[src/rtl/score_ssd_driver.sv]
// Score display driver: binary score -> BCD (shift-and-add-3),
// leading-zero blanking and 4-digit common-anode multiplexing.
module score_ssd_driver #(
  parameter int          REFRESH_BITS = 18,
  parameter logic [15:0] MAX_SHOWN    = 16'd9999
) (
  input  logic        clk,
  input  logic        reset,
  input  logic [15:0] score,
  output logic [3:0]  an,
  output logic [6:0]  seg,
  output logic        dp,
  output logic [15:0] bcd,
  output logic        busy
);

  typedef enum logic [1:0] {
    IDLE,
    CONVERT,
    COMMIT
  } state_t;

  state_t            state;
  logic [15:0]       sat;
  logic [15:0]       shift_reg;
  logic [15:0]       bcd_work;
  logic [15:0]       conv_val;
  logic [15:0]       last_score;
  logic [3:0]        bit_cnt;
  logic [31:0]       stage;
  logic [REFRESH_BITS-1:0] refresh;
  logic [1:0]        digit;
  logic [3:0]        nib;
  logic              blank;
  logic [3:0]        an_nxt;
  logic [6:0]        seg_nxt;

  assign sat = (score > MAX_SHOWN) ? MAX_SHOWN : score;
  assign dp  = 1'b1;

  function automatic logic [15:0] add3(input logic [15:0] v);
    logic [15:0] r;
    r = v;
    for (int i = 0; i < 4; i++) begin
      if (v[4*i +: 4] >= 4'd5)
        r[4*i +: 4] = v[4*i +: 4] + 4'd3;
    end
    return r;
  endfunction

  function automatic logic [6:0] seg_of(input logic [3:0] n);
    logic [6:0] s;
    case (n)
      4'd0:    s = 7'b0000001;
      4'd1:    s = 7'b1001111;
      4'd2:    s = 7'b0010010;
      4'd3:    s = 7'b0000110;
      4'd4:    s = 7'b1001100;
      4'd5:    s = 7'b0100100;
      4'd6:    s = 7'b0100000;
      4'd7:    s = 7'b0001111;
      4'd8:    s = 7'b0000000;
      4'd9:    s = 7'b0000100;
      default: s = 7'b1111111;
    endcase
    return s;
  endfunction

  // Correct every BCD digit first, then shift the whole pair left.
  assign stage = {add3(bcd_work), shift_reg} << 1;

  always_ff @(posedge clk or posedge reset) begin
    if (reset) begin
      state      <= IDLE;
      shift_reg  <= '0;
      bcd_work   <= '0;
      conv_val   <= '0;
      last_score <= '0;
      bit_cnt    <= '0;
      bcd        <= '0;
      busy       <= 1'b0;
    end else begin
      unique case (state)
        IDLE: begin
          if (sat != last_score) begin
            shift_reg <= sat;
            conv_val  <= sat;
            bcd_work  <= '0;
            bit_cnt   <= '0;
            busy      <= 1'b1;
            state     <= CONVERT;
          end
        end
        CONVERT: begin
          bcd_work  <= stage[31:16];
          shift_reg <= stage[15:0];
          bit_cnt   <= bit_cnt + 4'd1;
          if (bit_cnt == 4'd15)
            state <= COMMIT;
        end
        COMMIT: begin
          bcd        <= bcd_work;
          last_score <= conv_val;
          busy       <= 1'b0;
          state      <= IDLE;
        end
        default: state <= IDLE;
      endcase
    end
  end

  assign digit = refresh[REFRESH_BITS-1 -: 2];

  always_comb begin
    nib   = bcd[3:0];
    blank = 1'b0;
    unique case (1'b1)
      digit == 2'd3: begin
        nib   = bcd[15:12];
        blank = (bcd[15:12] == 4'd0);
      end
      digit == 2'd2: begin
        nib   = bcd[11:8];
        blank = (bcd[15:8] == 8'd0);
      end
      digit == 2'd1: begin
        nib   = bcd[7:4];
        blank = (bcd[15:4] == 12'd0);
      end
      default: begin
        nib   = bcd[3:0];
        blank = 1'b0;
      end
    endcase
  end

  always_comb begin
    an_nxt  = ~(4'b0001 << digit);
    seg_nxt = seg_of(nib);
    if (blank) begin
      an_nxt  = 4'b1111;
      seg_nxt = 7'b1111111;
    end
  end

  always_ff @(posedge clk or posedge reset) begin
    if (reset) begin
      refresh <= '0;
      an      <= 4'b1111;
      seg     <= 7'b1111111;
    end else begin
      refresh <= refresh + {{(REFRESH_BITS-1){1'b0}}, 1'b1};
      an      <= an_nxt;
      seg     <= seg_nxt;
    end
  end

endmodule

[config.mk]
export PLATFORM = sky130hd
export DESIGN_NAME = score_ssd_driver
export DESIGN_NICKNAME = d
export VERILOG_FILES = /design/src/rtl/score_ssd_driver.sv
export SDC_FILE = /design/constraint.sdc
export NUM_CORES = 1
export LEC_CHECK = 0
export BUFFER_PORTS_ARGS = -buffer_cell sky130_fd_sc_hd__buf_2
export CAP_MARGIN = 10
export CORE_ASPECT_RATIO = 0.9
export CORE_MARGIN = 10
export CORE_UTILIZATION = 60
export DETAILED_ROUTE_END_ITERATION = 10
export MAX_ROUTING_LAYER = met4
export PLACE_DENSITY = 0.8
export SLEW_MARGIN = 20
export SYNTH_ARGS = -nofsm -noshare
export SYNTH_HDL_FRONTEND = slang
export SYNTH_SLANG_ARGS = --single-unit
export TNS_END_PERCENT = 100
[constraint.sdc]
create_clock -name clk -period 3.6 [get_ports clk]
set_clock_uncertainty 0.05 [all_clocks]
set_input_delay 0 -clock clk [delete_from_list [all_inputs] [get_ports clk]]
set_output_delay 0 -clock clk [all_outputs]
set_load 0.02 [all_outputs]
Word level (Yosys, flattened, before mapping) --
Memories as Yosys holds them, arrays and structs flattened. Cells that the tools add are included.
Cells by class: add/subtract/negate cells 6, magnitude comparators 5, eq/ne operators 9, shifts and indexed selects 1, mux-type cells 20, bitwise gates (word level) 1, reduce and logical (&&, ||, !) cells 10
Operators with widths (number):
- case mux 16 bit (2 select lines) | 2
- 2-to-1 mux 16 bit | 3
- 2-to-1 mux 4 bit | 5
- adder 18 x 1 -> 18 bit (second input constant) | 1
- greater-or-equal comparator 4 x 3 -> 1 bit (second input constant) | 4
- > comparator 16 x 14 -> 1 bit (second input constant) | 1
- inequality test 16 bit | 1
- adder 4 x 2 -> 4 bit (second input constant) | 3
- logical NOT 12 bit | 1
- case mux 4 bit (3 select lines) | 1
- logical NOT 8 bit | 1
- case mux 4 bit (2 select lines) | 1
- AND reduction 2 bit | 4
- 2-to-1 mux 7 bit | 1
- equality test 2 bit (second input constant) | 3
- adder 4 x 1 -> 4 bit (second input constant) | 1
- equality test 2 x 1 -> 1 bit (second input constant) | 2
- equality test 4 bit (second input constant) | 1
- logical NOT 4 bit | 1
- 2-to-1 mux 2 bit | 2
- inequality test 2 bit (second input constant) | 2
- inverter 4 bit | 1
- case mux 2 bit (2 select lines) | 1
- nonzero test 2 bit | 2
- other kinds (7) | 7
Word-level totals: register bits 116, ROM bits 112, input port bits 18, output and inout port bits 29, logic and storage cells 64, memories 1
Memories:
- (no name shown) | depth 16, width 7, read ports 1, clocked after Yosys merged registers in 0, wr ports 0, RTL line 53 | case (n)

Depth between registers and ports, before layout --
word-level depth 5, gate-level depth with buffers 10, gate-level depth less buffers 8

Worst setup path after synthesis --
OpenSTA, ideal clock, no wires.
path kind register to register, from register last_score[13], to register shift_reg[0], library setup time 0.126 ns, data arrival time 2.445 ns, data required time 3.424 ns, setup slack 0.979 ns, cell stages (with the launch flop) 10, buffers on the path 2, period minus slack after synthesis 2.621 ns, cells stage by stage dfrtp_1 -> nand2b_1 -> a211o_1 -> a21oi_1 -> or4b_4 -> or3_1 -> buf_6 -> and2_4 -> buf_6 -> a221o_1
Between the ends: word-level cells in the longest chain between the ends 3
RTL lines:
- start, declared | RTL line 28 | logic [15:0] last_score;
- start signal, assigned | RTL line 103 | last_score <= conv_val;
- inequality test 16 bit | RTL line 85 | if (sat != last_score) begin
- inequality test 2 bit (no source line)
- AND reduction 2 bit (no source line)
- end signal, assigned | RTL line 86 | shift_reg <= sat;
- end signal, assigned | RTL line 96 | shift_reg <= stage[15:0];
- end, declared | RTL line 25 | logic [15:0] shift_reg;
Every way passes these cells. A chain may end at the register's enable or synchronous reset.

Final worst setup path --
from input score[15], to register shift_reg[12]
Between the ends: word-level cells in the longest chain between the ends 5, elaborated cells on any way between the ends 7, classes of those cells order compare (1); eq/ne (2); mux (3); reduce/logical (1)
RTL lines:
- start, declared | RTL line 9 | input logic [15:0] score,
- > comparator 16 x 14 -> 1 bit | RTL line 38 | assign sat = (score > MAX_SHOWN) ? MAX_SHOWN : score;
- 2-to-1 mux 16 bit (*) | RTL line 38
- inequality test 16 bit | RTL line 85
- inequality test 2 bit (no source line)
- AND reduction 2 bit (no source line)
Every way passes the cells marked *; elsewhere a longest branch is shown, timed or not. The select of a mux whose other input is x is not followed.

==> metrics.csv <==
metric;value;unit
status;completed;
synth_cells;509;
most_prevalent_standard_cell_on_the_critical_path;dlygate4sd3_1;
timing.final.crit_period;3.44;ns
clkSlewWorstSetupHoldPaths;0.06;ns
synthArstFlopShare;100;%
crit_path_top_delay_cell;dlygate4sd3_1;
count_of_cells_along_the_worst_register_to_register_path;8;
wl_cell;17.8;um
place.port_buffers;45;
rr_endpoint;shift_reg[12]$_DFFE_PP0P_;
post_synth_main_area_contributors;dfrtp_1, dfstp_2, mux2_2;
htree_levels;4;
drv.max_cap_violation_count;0;
finalCritPeriodShare;95.5;%
timing.critical_path.slowest_cell_delay;0.64;ns
wire_length_of_the_first_global_routing_pass;21200;um
postPlaceCellArea;5890;sq um
dominant_cell_by_count_in_the_synthesized_netlist;dfrtp_1;
first_drt_pass_iteration_count;4;
ios;47;
power.density;819;nW/um^2
ys_seq_elements;116;
fin_area;6670;sq um
die_height;111;um
placedCellCount;660;
synth_compound_gate_area_share;15.2;%
cp.arrival;3.73;ns
start_util;61.3;%
syn_nets;543;
drt_drc_violations_left;0;
clk_latency;0.51;ns
final_layout_size_suffix_gt1_share;23.2;%
route.antenna.remaining_nets;0;
largest_register_ff_count;18;
endpoint_kind;register;
timing.critical_path.fanout_max;10;
setup_violation_total_in_the_final_timing_report;0;
synth_ff_type;dfrtp_1;
finalNonFillerCells;713;
final_net_count;612;
clock_tree.buffer_depth;2;
timing.hold.ws;0.212;ns
first_iter_violations;383;
grt_max_degree;80;
crit_path_cell_trace;dlygate4sd3_1, buf_2, nor2_4, dlygate4sd3_1, nand4_1, xnor2_1, or4b_4, or3_4, nand4_1, dlygate4sd3_1, o311ai_0;
grt_antenna_before_repair;0;
synth_mux_area_share;7.17;%
vias_per_cell;5.87;
worstMarginPinSlew;0.948;ns
placer_congestion_estimate;0.918;
post_synth_fa_ha_maj_area_fraction;3.60;%
synth.top_cells.by_count;dfrtp_1, nand2_1, o21ai_0;
synth-warning-count;0;
via_count;4183;
timing.fmax;0.291;GHz
antenna_cells_inserted;0;
post-cts-setup-buffers;0;
cell_area_after_synthesis;5570;sq um
detailed_place_hpwl;8360;um
totalWireLength;12700;um
timing.slew.headroom;36.8;%
cts_inserted_buffers;17;
width_of_the_die;122;um
grt_pass1_vias;4321;
synth.lib_cells_used.distinct;63;
clk_root_buffer_cell;clkbuf_8;
core;9080;sq um
synth_enable_flop_cells;0;
track_usage;19.6;%
synth.avg_cell_area;10.9;sq um
setup.worst_path.start;score[15];
top_register;refresh;
rrSetupSlack;0.52;ns
cts_sinks;116;
die_area;13500;sq um
count_of_standard_cell_rows;33;
synthXorXnorAreaFrac;3.78;%
synthSimpleGateAreaFrac;14.4;%
cts_tree;done;
fillerInstances;589;
combinational_family_with_the_most_area_after_synthesis;compound AO/OA/AOI/OAI gates;
r2r_start;last_score[13]$_DFFE_PP0P_;
crit_path_start_kind;input port;
fin_tns_setup;0;ns
drv_slew;0;
grt_setup_unrepaired;false;
hold_viol;0;
min-delay-path-class;in -> async;
crit_end;shift_reg[12]$_DFFE_PP0P_;
ir_drop;0.424;mV
synth_largest_type_area_fraction;47.2;%
final_cell_utilization_of_the_core;73.4;%
worst_ep_required_time;3.89;ns
crit_path_class;in -> reg;
leakage;3.06;nW
synth-seq-area-share;52.4;%
flow.area_growth_from_synthesis;19.8;%
synth.largest_area_cell;dfrtp_1;
overflow;0;
==> metal layers <==
| layer | share of wire [%] | global-route usage (%) | vias up | routed length, um |
|---|---|---|---|---|
| met5 | 0 | - | - | 0 |
| met4 | 0.85 | 4.61 | 0 | 108 |
| met3 | 4.7 | 4.70 | 11 | 599 |
| met2 | 50 | 30.8 | 116 | 6280 |
| met1 | 45 | 25.2 | 2105 | 5680 |
| li1 | - | - | 1951 | - |
==> critical path: cells and delay by family <==
kind	cells	cell delay (ns)
simple gates	5	1.49
buf+inv	4	1.90
compound gates	1	0.14
xor+xnor	1	0.19
==> worst min-delay path by stage <==
stage	start	endpoint	slack [ns]	cells after the start
6_report	reset	refresh[1]$_DFF_PP0_	0.21	3
5_1_grt	score[2]	conv_val[2]$_DFFE_PP0P_	0.27	3
4_1_cts	reset	refresh[1]$_DFF_PP0_	0.25	3
3_5_place_dp	reset	refresh[1]$_DFF_PP0_	0.23	2
3_3_place_gp	reset	refresh[1]$_DFF_PP0_	0.22	2
2_1_floorplan	score[1]	conv_val[1]$_DFFE_PP0P_	0.08	1
==> per-stage QoR <==
stage          total power, mW  setup WS, ns
2_1_floorplan             3.29         0.496
3_3_place_gp              3.70         0.868
3_5_place_dp              3.80         0.813
4_1_cts                   5.46         0.134
5_1_grt                   5.79        0.0489
6_report                  5.46         0.161
==> power by group <==
part / internal [mW] / switching [mW]
logic: 0.747 / 0.970
registers: 1.73 / 0.381
clock network: 1.05 / 0.583
total: 3.53 / 1.93
==> layout make-up <==
class / count / area [sq um] / area share (%)
inverters: 20 / 77.6 / 1.16
clock buffers: 22 / 433 / 6.49
flip-flops and latches: 116 / 2920 / 43.7
well taps: 122 / 153 / 2.29
repair buffers: 73 / 488 / 7.31
multi-input cells: 350 / 2470 / 37.0
clock inverters: 10 / 133 / 1.99
==> cells by family (layout without fill, tap and decap cells) <==
| group | Yosys count | count (layout) |
|---|---|---|
| mux | 33 | 33 |
| flops | 116 | 116 |
| buf+inv | 43 | 125 |
| simple gates | 155 | 155 |
| compound gates | 121 | 121 |
| xor+xnor | 24 | 24 |
| fa+ha+maj | 16 | 16 |
| other cells | 1 | 1 |
==> cells in the final DEF (no fill, tap or decap), types with 5 or more instances in the layout <==
| cell type | n |
|---|---|
| dfrtp_1 | 105 |
| nand2_1 | 59 |
| buf_2 | 45 |
| o21ai_0 | 42 |
| nor2_1 | 27 |
| mux2_2 | 25 |
| dlygate4sd3_1 | 21 |
| inv_1 | 19 |
| a21oi_1 | 18 |
| a22o_1 | 17 |
| xnor2_1 | 16 |
| ha_1 | 16 |
| clkbuf_16 | 16 |
| dfstp_2 | 11 |
| and3_1 | 8 |
| xor2_1 | 8 |
| nand3_1 | 8 |
| a221o_1 | 8 |
| nand2b_1 | 7 |
| buf_4 | 7 |
| nor2b_1 | 5 |
| nand4_1 | 5 |
| mux2i_1 | 5 |
| nor4_1 | 5 |
| clkinv_2 | 5 |
| clkbuf_1 | 5 |
==> repair_timing <==
item | CTS | global route
resized for setup | 0 | 1
hold endpoints to repair | 100 | 0
hold buffers | 21 | 0
endpoints found under the setup margin | 0 | 1
Power figures use the tool's default switching activity.
